--- config.mk ---
export PLATFORM = sky130hd
export DESIGN_NAME = pc_redirect_unit
export DESIGN_NICKNAME = d
export VERILOG_FILES = /design/src/rtl/pc_redirect_unit.sv
export SDC_FILE = /design/constraint.sdc
export NUM_CORES = 1
export LEC_CHECK = 0
export ABC_AREA = 1
export BUFFER_PORTS_ARGS = -buffer_cell sky130_fd_sc_hd__buf_4
export CAP_MARGIN = 10
export CORE_UTILIZATION = 40
export DETAILED_ROUTE_END_ITERATION = 10
export HOLD_SLACK_MARGIN = 0.08
export MAX_ROUTING_LAYER = met4
export PLACE_DENSITY = 0.68
export SETUP_SLACK_MARGIN = 0.3
export SYNTH_ARGS = -nofsm -noshare
export SYNTH_HDL_FRONTEND = slang
export SYNTH_SLANG_ARGS = --single-unit
--- constraint.sdc ---
create_clock -name clock -period 9.6 [get_ports clock]
set_input_delay 1.92 -clock clock [delete_from_list [all_inputs] [get_ports clock]]
set_output_delay 1.92 -clock clock [all_outputs]
set_load 0.05 [all_outputs]
--- src/rtl/pc_redirect_unit.sv ---
// pc_redirect_unit: fetch program counter with redirect and optional return-address stack.
// Latency: redirects, flush and fault flags are registered and appear one cycle after the qualifying cycle.
// Backpressure: stall holds all state, and jump/jalr/RAS hints are dropped; trap and reset still act.
//
// Ports:
//   clock, reset          clock and synchronous active-high reset
//   stall                 hold all state (trap and reset still act)
//   valid                 qualifies jump, jalr, is_call and is_return
//   jump, jalr            PC-relative / absolute redirect; jump_offset carries offset or target
//   trap, trap_vector     unconditional redirect to trap_vector
//   is_call, is_return    push link_addr / pop the return-address stack
//   link_addr             return address pushed on is_call
//   instruction_addr      current fetch address
//   ia_plus4              instruction_addr + 4 (registered alongside it)
//   do_flush              registered flush request
//   misaligned            registered misaligned-target fault pulse
//   ras_top, ras_empty    registered view of the return-address stack
//
// Build option: define PC_RAS_EN to build the return-address stack. Without it,
// the call/return inputs are ignored, ras_top = 0 and ras_empty = 1.

module pc_redirect_unit #(
  parameter int unsigned     XLEN      = 32,
  parameter logic [XLEN-1:0] BOOT_ADDR = '0,
  parameter int unsigned     RAS_DEPTH = 8
) (
  input  logic            clock,
  input  logic            reset,
  input  logic            stall,
  input  logic            valid,
  input  logic            jump,
  input  logic            jalr,
  input  logic [XLEN-1:0] jump_offset,
  input  logic            trap,
  input  logic [XLEN-1:0] trap_vector,
  input  logic            is_call,
  input  logic            is_return,
  input  logic [XLEN-1:0] link_addr,
  output logic [XLEN-1:0] instruction_addr,
  output logic [XLEN-1:0] ia_plus4,
  output logic            do_flush,
  output logic            misaligned,
  output logic [XLEN-1:0] ras_top,
  output logic            ras_empty
);

  localparam logic [XLEN-1:0] FOUR = XLEN'(4);

  // Redirect target selection; jump outranks jalr when both are presented.
  logic            take_jump;
  logic            take_jalr;
  logic [XLEN-1:0] jump_target;
  logic [XLEN-1:0] jalr_target;
  logic [XLEN-1:0] redirect_target;

  assign take_jump       = valid & jump;
  assign take_jalr       = valid & jalr & ~jump;
  assign jump_target     = instruction_addr + jump_offset;
  assign jalr_target     = {jump_offset[XLEN-1:1], 1'b0};
  assign redirect_target = take_jump ? jump_target : jalr_target;

  logic [XLEN-1:0] pc_next;
  logic            flush_next;
  logic            misaligned_next;
  logic            pc_update;

  // trap overrides stall; otherwise a stalled cycle leaves every register alone.
  assign pc_update = trap | ~stall;

  always_comb begin
    pc_next         = instruction_addr + FOUR;
    flush_next      = 1'b0;
    misaligned_next = 1'b0;
    if (trap) begin
      pc_next    = trap_vector;
      flush_next = 1'b1;
    end else if (take_jump | take_jalr) begin
      flush_next = 1'b1;
      // A target with bit 1 set is not fetched; divert to the trap vector and flag it.
      if (redirect_target[1]) begin
        pc_next         = trap_vector;
        misaligned_next = 1'b1;
      end else begin
        pc_next = redirect_target;
      end
    end
  end

  always_ff @(posedge clock) begin
    if (reset) begin
      instruction_addr <= BOOT_ADDR;
      ia_plus4         <= BOOT_ADDR + FOUR;
      do_flush         <= 1'b0;
      misaligned       <= 1'b0;
    end else if (pc_update) begin
      instruction_addr <= pc_next;
      ia_plus4         <= pc_next + FOUR;
      do_flush         <= flush_next;
      misaligned       <= misaligned_next;
    end
  end

`ifdef PC_RAS_EN
  localparam int unsigned PTR_W = $clog2(RAS_DEPTH);
  localparam int unsigned CNT_W = $clog2(RAS_DEPTH + 1);
  localparam logic [CNT_W-1:0] CNT_FULL = CNT_W'(RAS_DEPTH);

  logic [XLEN-1:0]  ras_mem [RAS_DEPTH];
  logic [PTR_W-1:0] ras_ptr;
  logic [CNT_W-1:0] ras_cnt;
  logic             ras_en;
  logic             ras_push;
  logic             ras_pop;
  logic             ras_replace;

  assign ras_en      = valid & ~stall & ~trap;
  assign ras_push    = ras_en & is_call;
  // Popping an empty stack is a no-op.
  assign ras_pop     = ras_en & is_return & (ras_cnt != '0);
  // Call and return together swap the top entry in place.
  assign ras_replace = ras_push & ras_pop;

  always_ff @(posedge clock) begin
    if (reset) begin
      ras_ptr <= '0;
      ras_cnt <= '0;
    end else if (ras_replace) begin
      ras_ptr <= ras_ptr;
      ras_cnt <= ras_cnt;
    end else if (ras_push) begin
      ras_ptr <= ras_ptr + PTR_W'(1);
      // When full, the pointer wraps onto the oldest entry and the count saturates.
      if (ras_cnt != CNT_FULL) begin
        ras_cnt <= ras_cnt + CNT_W'(1);
      end
    end else if (ras_pop) begin
      ras_ptr <= ras_ptr - PTR_W'(1);
      ras_cnt <= ras_cnt - CNT_W'(1);
    end
  end

  // Storage needs no reset: entries are only visible while the count covers them.
  always_ff @(posedge clock) begin
    if (!reset) begin
      if (ras_replace) begin
        ras_mem[ras_ptr] <= link_addr;
      end else if (ras_push) begin
        ras_mem[ras_ptr + PTR_W'(1)] <= link_addr;
      end
    end
  end

  assign ras_empty = (ras_cnt == '0);
  assign ras_top   = ras_empty ? '0 : ras_mem[ras_ptr];
`else
  logic unused_ras_inputs;
  assign unused_ras_inputs = ^{is_call, is_return, link_addr};
  assign ras_top   = '0;
  assign ras_empty = 1'b1;
`endif

endmodule
Yosys cells after proc, flatten, opt, wreduce, memory -nomap -nowiden
Cells that the tools add are included.
{ "word_totals": {"word_cells": 23, "output_inout_bits": 99, "in_bits": 105, "regBits": 66} }
{ "classes": {"addsub": 3, "muxes": 9, "bitwise_logic": 7} }
{ "ops": {"columns": ["cell", "n"], "rows": [
  ["32-bit 2-to-1 mux", 4],
  ["32-bit by 3-bit adder with 32-bit output (second input constant)", 2],
  ["32-bit adder", 1],
  ["1-bit 2-to-1 mux", 5],
  ["1-bit AND", 3],
  ["1-bit NOT", 2],
  ["1-bit bitwise OR", 2]
]} }

Logic depth before layout (Yosys ltp)
Gate-level depths: netlist (run 1).
{ "depth": {"depth_word": 6, "depth_mapped": 26, "depth_no_buf": 26} }

Worst setup path before layout (run 1)
Ideal clock, no wire load.
{ "synth_timing": {"path_kind": "input to register", "from": "input jump_offset[0]", "to": "register ia_plus4[24]", "cell_stages": 26, "slack_ps": 4904, "required_ps": 9490, "path_buffers": 0, "setup_ps": 110, "arrival_ps": 4586, "cell_sequence": "ha_1 > inv_1 > fa_1 > inv_1 > nand3_1 > nand2_1 > inv_2 > nand2_1 > nor2_1 > nand2_1 > nand2_1 > nand2_1 > ha_1 > inv_1 > nor3_2 > nand2_1 > nor2_2 > nand2_1 > nor2_1 > nand3_1 > nor2_2 > nand3_1 > nand3_1 > nand3_1 > nand2_1 > inv_1"} }
{ "synth_via": {"elab_chain_len": 6} }
{ "synth_lines": {"columns": ["item", "line", "rtl"], "rows": [
  ["start: declaration", "33", "input logic [XLEN-1:0] jump_offset,"],
  ["32-bit adder", "58", "assign jump_target = instruction_addr + jump_offset;"],
  ["32-bit 2-to-1 mux", "60", "assign redirect_target = take_jump ? jump_target : jalr_target;"],
  ["32-bit 2-to-1 mux", "80", "if (redirect_target[1]) begin"],
  ["32-bit 2-to-1 mux", "77", "end else if (take_jump | take_jalr) begin"],
  ["32-bit 2-to-1 mux", "74", "if (trap) begin"],
  ["named net pc_next[3]", "62", "logic [XLEN-1:0] pc_next;"],
  ["32-bit by 3-bit adder with 32-bit output", "97", "ia_plus4 <= pc_next + FOUR;"],
  ["end signal: assignment", "92", "ia_plus4 <= BOOT_ADDR + FOUR;"],
  ["end signal: assignment", "97", null],
  ["end: declaration", "40", "output logic [XLEN-1:0] ia_plus4,"]
]} }
The timed path passes the listed nets, and every way through them passes these cells.
A chain may end at the register's enable or synchronous reset.

Worst setup path after layout (run 1)
Ends and elaborated chain as after synthesis.

==> flow_metrics.env, run 1 <==
export IMPL_final_hold_viol_count=0
export IMPL_slew_headroom_pct=36.7
export IMPL_dieArea_um2=20100
export IMPL_gp_congestion=0.973
export IMPL_synth_compound_area_share_pct=12.9
export IMPL_multi_input_area_um2=5320
export IMPL_max_freq_mhz=178
export IMPL_reg2reg_from="instruction_addr[0]"
export IMPL_synth_area_leader_cell="nand2_1"
export IMPL_cts_setup_buffers=0
export IMPL_vias=9064
export IMPL_power_share_combinational_pct=46.3
export IMPL_crit_type="input pin to flip-flop"
export IMPL_rows=50
export IMPL_drt_pass1_iterations=6
export IMPL_antenna_found_initial=0
export IMPL_htree_num_levels=3
export IMPL_syn_area_per_cell_um2=5.42
export IMPL_die_h_um=142
export IMPL_clk_path_buf_depth=2
export IMPL_async_flop_share_pct=0
export IMPL_area_delta_synth_final_pct=17.4
export IMPL_start_util_pct=41.3
export IMPL_antenna_cells=0
export IMPL_cts_clk_slew_worst_paths_ns=0.05
export IMPL_drtIter0Drc=759
export IMPL_p_leak_nw=5.01
export IMPL_synth_top_family_by_area="simple AND/OR/NAND/NOR gates"
export IMPL_maxSlewViolCount=0
export IMPL_grt_usage_pct=27.8
export IMPL_root_buffer="clkbuf_16"
export IMPL_ir_worst_vdd_mv=0.104
export IMPL_ys_types=46
export IMPL_end_kind="flip-flop"
export IMPL_synth_edf_count=0
export IMPL_r2r_end="ia_plus4[24]"
export IMPL_drc=0
export IMPL_cts_tree="built"
export IMPL_via_per_inst=4.99
export IMPL_synth_main_ff_cell="dfxtp_1"
export IMPL_rsz0062_at_grt="false"
export IMPL_drv_cap=0
export IMPL_crit_end="ia_plus4[24]"
export IMPL_seqPwrFrac_pct=28.1
export IMPL_nets=1690
export IMPL_synthTopCellsByArea="nand2_1, dfxtp_1, inv_1, nand3_1, nor2_1"
export IMPL_ys_seq_elements=64
export IMPL_insertion_delay_ns=0.33
export IMPL_worstPathArrival_ns=5.84
export IMPL_synthAdderAreaFrac_pct=5.55
export IMPL_power_density_nw_per_um2=127
export IMPL_pwr_share_clk_pct=25.6
export IMPL_synthesis_instances=1439
export IMPL_drive_gt1_share_pct=12.6
export IMPL_setup_viol=0
export IMPL_synth_area_um2=7800
export IMPL_crit_start="jump_offset[0]"
export IMPL_worstRegToRegCells=26
export IMPL_grt_overflow=0
export IMPL_required_ns=9.83
export IMPL_tns_ns=0
export IMPL_min_path_type="flip-flop to flip-flop"
export IMPL_nFillCells=2140
export IMPL_synth_commonest_cells="nand2_1, inv_1, nor2_1"
export IMPL_synth_mux_area_share_pct=0
export IMPL_worst_pin_slew_ns=0.947
export IMPL_period_share_pct=58.5
export IMPL_p_int_w=0.000632
export IMPL_switching_share_pct=45.8
export IMPL_cts_buffers=9
export IMPL_grt_first_pass_wirelength_um=41900
export IMPL_core_um2=18900
export IMPL_crit_fanout=24
export IMPL_cts_resized=0
export IMPL_wl_per_cell_um=15.1
export IMPL_hpwl_um=22000
export IMPL_routed_wl_um=27400
export IMPL_final_cells=1816
export IMPL_p_switching_w=0.000533
export IMPL_drtAntennaViolNets=0
export IMPL_status="completed"
export IMPL_dp_cells=1800
export IMPL_yosysMostFrequentCell="nand2_1"
export IMPL_synth_yosys_seq_area_share_pct=16.4
export IMPL_grt_start_max_net_pins=57
export IMPL_io_buffers=136
export IMPL_die_w_um=142
export IMPL_reg2reg_setup_slack_ns=5.25
export IMPL_postCtsHoldBufs=0
export IMPL_grt_pass1_vias=7961
export IMPL_synth_top_area_share_pct=23.7
export IMPL_ys_warn_count=0
export IMPL_worstHoldStart="ia_plus4[31]"
export IMPL_min_period_ns=5.62
export IMPL_fin_skew_ns=0.00829
export IMPL_start_kind="input pin"
export IMPL_io_pins=204
export IMPL_synth_simple_area_share_pct=45.3
export IMPL_cts_sinks=64
export IMPL_synth_xor_area_share_pct=2.81
export IMPL_regArea_um2=1280
-- flip-flops by register name (all words and copies together), names as in the netlist --
register,count
do_flush,1
instruction_addr,32
ia_plus4,30
misaligned,1
-- worst min path at each step --
stage	end	slack, ns	depth (start not counted)
after global routing	do_flush	0.49	2
after global placement	do_flush	0.46	2
after detailed placement	do_flush	0.46	2
final	ia_plus4[31]	0.47	2
after floorplan	do_flush	0.69	2
after CTS	do_flush	0.47	2
-- cells by family (layout without fill, tap and decap cells) --
group	count (synthesis)	in the layout
fa+ha+maj	34	34
buf+inv	309	395
compound gates	181	181
simple gates	824	824
xor+xnor	25	25
other cells	2	33
flops	64	64
-- layout make-up --
| type | count | area share (%) |
|---|---|---|
| flip-flops and latches | 64 | 14.0 |
| repair buffers | 140 | 11.5 |
| inverters | 239 | 9.83 |
| multi-input cells | 1097 | 58.1 |
| clock buffers | 11 | 2.65 |
| clock inverters | 5 | 0.355 |
| well taps | 260 | 3.55 |
-- worst max-delay path, stage by stage --
cell	delay, ns
buf_4	0.11
ha_1	0.25
inv_1	0.09
fa_1	0.44
inv_1	0.07
nand3_1	0.08
nand2_1	0.11
inv_2	0.07
nand2_1	0.70
nor2_1	0.08
nand2_1	0.13
nand2_1	0.06
nand2_1	0.12
ha_1	0.17
inv_1	0.06
nor3_2	0.22
nand2_1	0.13
nor2_2	0.13
nand2_1	0.09
nor2_1	0.11
nand3_1	0.11
nor2_2	0.21
nand3_1	0.10
nand3_1	0.08
nand3_1	0.08
nand2_1	0.07
inv_1	0.04
-- cells in the final DEF (no fill, tap or decap), types with 4 or more instances in the layout --
| cell type | instances |
|---|---|
| or2_2 | 6 |
| nand4_1 | 21 |
| inv_1 | 230 |
| ha_1 | 33 |
| a211oi_1 | 4 |
| buf_4 | 140 |
| nor2_4 | 6 |
| nor2_1 | 134 |
| nor3_1 | 19 |
| nor2_2 | 5 |
| nand2_2 | 6 |
| nand3_1 | 109 |
| a31oi_1 | 5 |
| o21bai_1 | 7 |
| nand3b_1 | 11 |
| o21ai_0 | 55 |
| dfxtp_1 | 64 |
| nand2_1 | 493 |
| inv_2 | 6 |
| conb_1 | 33 |
| xor2_1 | 21 |
| xnor2_1 | 4 |
| o211ai_1 | 18 |
| a21oi_1 | 83 |
| clkbuf_16 | 9 |
-- metrics by stage --
step | util [%] | hold slack, ns | power [W] | instance area (µm²) | setup WS [ns]
after floorplan | - | 0.690 | 0.000716 | 7920 | 4.90
after global placement | 47.0 | 0.459 | 0.000859 | 8880 | 3.73
after detailed placement | 47.0 | 0.461 | 0.000864 | 8880 | 3.67
after CTS | 48.5 | 0.469 | 0.00116 | 9160 | 4.01
after global routing | 48.5 | 0.491 | 0.00124 | 9160 | 3.62
final | 48.5 | 0.467 | 0.00117 | 9160 | 3.98
-- power groups by stage --
stage	logic [W]	clock network, W	registers (W)
2_1_floorplan	0.000314	0	0.000402
3_3_place_gp	0.000529	0	0.000330
3_5_place_dp	0.000534	0	0.000331
4_1_cts	0.000536	0.000304	0.000325
5_1_grt	0.000592	0.000316	0.000329
6_report	0.000540	0.000299	0.000327
-- routing by layer --
metal	vias up	share of wire [%]	GRT usage, %
met5	-	0	-
met4	0	1.9	6.68
met3	37	5.2	2.29
met2	317	45	44.5
met1	4023	48	37.9
li1	4687	-	-
(Power assumes the default switching activity.)
==> inputs of run 2 (changes only) <==
--- a/config.mk
+++ b/config.mk
@@ -12,7 +12,7 @@
 export DETAILED_ROUTE_END_ITERATION = 10
 export HOLD_SLACK_MARGIN = 0.08
 export MAX_ROUTING_LAYER = met4
-export PLACE_DENSITY = 0.68
+export PLACE_DENSITY = 0.71
 export SETUP_SLACK_MARGIN = 0.3
 export SYNTH_ARGS = -nofsm -noshare
 export SYNTH_HDL_FRONTEND = slang
==> constraint.sdc (replaced) <==
create_clock -name clock -period 4.7 [get_ports clock]
set_input_delay 0.94 -clock clock [delete_from_list [all_inputs] [get_ports clock]]
set_output_delay 0.94 -clock clock [all_outputs]
set_load 0.05 [all_outputs]
==> run 2 against run 1 <==
Net effect: register-to-register slack lost 4.2 ns; via count grew 1.1%; final cell count is the same; die area is the same; clock skew shrank 0.0051 ns; non-clock buffer count grew 2; core utilization is essentially flat; largest cell class unchanged.
==> flow_metrics.env, run 2 (synthesis results as in run 1) <==
export IMPL_status="completed"
export IMPL_htree_num_levels=3
export IMPL_end_kind="flip-flop"
export IMPL_drtAntennaViolNets=0
export IMPL_grt_first_pass_wirelength_um=41900
export IMPL_routed_wl_um=27000
export IMPL_cts_resized=0
export IMPL_grt_usage_pct=27.6
export IMPL_root_buffer="clkbuf_16"
export IMPL_pwr_share_clk_pct=25.0
export IMPL_ir_worst_vdd_mv=0.215
export IMPL_crit_type="input pin to flip-flop"
export IMPL_vias=9162
export IMPL_seqPwrFrac_pct=28.2
export IMPL_dp_cells=1802
export IMPL_core_um2=18900
export IMPL_tns_ns=0
export IMPL_start_util_pct=41.3
export IMPL_hpwl_um=21500
export IMPL_max_freq_mhz=251
export IMPL_die_w_um=142
export IMPL_final_cells=1816
export IMPL_drive_gt1_share_pct=12.5
export IMPL_cts_clk_slew_worst_paths_ns=0.05
export IMPL_nets=1692
export IMPL_final_hold_viol_count=0
export IMPL_slew_headroom_pct=28.2
export IMPL_start_kind="input pin"
export IMPL_cts_buffers=9
export IMPL_grt_pass1_vias=8066
export IMPL_cp_slowest_cell="fa_1"
export IMPL_drc=0
export IMPL_p_int_w=0.00129
export IMPL_required_ns=4.92
export IMPL_grt_start_max_net_pins=68
export IMPL_regMostFlops="instruction_addr"
export IMPL_switching_share_pct=45.3
export IMPL_dieArea_um2=20100
export IMPL_min_path_type="flip-flop to flip-flop"
export IMPL_rsz0062_at_grt="false"
export IMPL_period_share_pct=84.8
export IMPL_p_switching_w=0.00107
export IMPL_maxSlewViolCount=0
export IMPL_worst_pin_slew_ns=1.08
export IMPL_min_period_ns=3.99
export IMPL_cts_tree="built"
export IMPL_drt_pass1_iterations=6
export IMPL_io_buffers=136
export IMPL_power_share_combinational_pct=46.8
export IMPL_die_h_um=142
export IMPL_cts_sinks=64
export IMPL_nFillCells=2081
export IMPL_setup_viol=0
export IMPL_via_per_inst=5.05
export IMPL_utilization_pct=48.4
export IMPL_layout_common_cells="nand2_1, inv_1, buf_4"
export IMPL_cts_setup_buffers=0
export IMPL_clk_path_buf_depth=2
export IMPL_layout_commonest_cell="nand2_1"
export IMPL_worstPathArrival_ns=4.21
export IMPL_drtIter0Drc=855
export IMPL_power_density_nw_per_um2=258
export IMPL_p_leak_nw=5.02
export IMPL_largest_reg_flops=32
export IMPL_io_pins=204
export IMPL_crit_fanout=23
export IMPL_grt_overflow=0
export IMPL_gp_congestion=0.972
export IMPL_fin_skew_ns=0.00324
export IMPL_postCtsHoldBufs=0
export IMPL_insertion_delay_ns=0.33
export IMPL_area_delta_synth_final_pct=17.3
export IMPL_wl_per_cell_um=14.8
export IMPL_antenna_found_initial=0
export IMPL_rows=50
export IMPL_drv_cap=0
export IMPL_crit_top_cell="nand2_1"
export IMPL_reg_top3="instruction_addr: 32 flops, ia_plus4: 30 flops"
export IMPL_slowest_delay_ns=0.43
export IMPL_antenna_cells=0
==> run 2: changes by cell type in the layout (fill, tap and decap cells not counted), sizes merged <==
cell	before	now
clkinvlp	3	0
buf	140	142
clkbuf	11	13
clkinv	4	3
==> run 2: worst max-delay path, delay by kind of cell <==
kind                       cells  cell delay, ns
buffers and inverters          5            0.64
and+or+nand+nor               20            1.94
adders and majority gates      2            0.67
==> run 2: worst paths after layout <==
kind | from | endpoint | slack (ns) | depth (start not counted)
max | jump_offset[0] | ia_plus4[27] | 0.71 | 27
min | do_flush | do_flush | 0.47 | 2
max reg2reg | instruction_addr[0] | ia_plus4[27] | 1.02 | 26
min reg2reg | do_flush | do_flush | 0.47 | 2
==> run 2: power groups by stage <==
stage	combinational, W	clock, W	sequential, W
floorplan	0.000642	0	0.000821
finish	0.00110	0.000589	0.000665
CTS	0.00109	0.000596	0.000663
global route	0.00121	0.000623	0.000671
global placement	0.00108	0	0.000673
detailed placement	0.00108	0	0.000673
==> run 2: per-layer routing <==
| layer | track usage, % | vias up | share of wire, % |
|---|---|---|---|
| met5 | - | - | 0 |
| met4 | 9.22 | 0 | 2.8 |
| met3 | 2.46 | 47 | 6.2 |
| met2 | 43.7 | 351 | 45 |
| met1 | 36.8 | 4082 | 46 |
| li1 | - | 4682 | - |
==> run 2: cell type report <==
cell class / count / area, µm² / share of cell area (%)
Timing Repair Buffer: 142 / 1070 / 11.7
Inverter: 239 / 900 / 9.83
Tap cell: 260 / 325 / 3.56
Multi-Input combinational cell: 1097 / 5320 / 58.2
Sequential cell: 64 / 1280 / 14.0
Clock buffer: 13 / 250 / 2.73
Clock inverter: 1 / 5.00 / 0.0547
==> run 2: metrics by stage <==
| stage | total power, W | hold WS, ns | setup slack [ns] | instance area [µm²] |
|---|---|---|---|---|
| after floorplan | 0.00146 | 0.690 | 0.984 | 7920 |
| after detailed placement | 0.00176 | 0.463 | 0.414 | 8890 |
| after global placement | 0.00175 | 0.460 | 0.448 | 8890 |
| after CTS | 0.00235 | 0.472 | 0.736 | 9150 |
| after global routing | 0.00250 | 0.493 | 0.387 | 9150 |
| final | 0.00236 | 0.470 | 0.714 | 9150 |
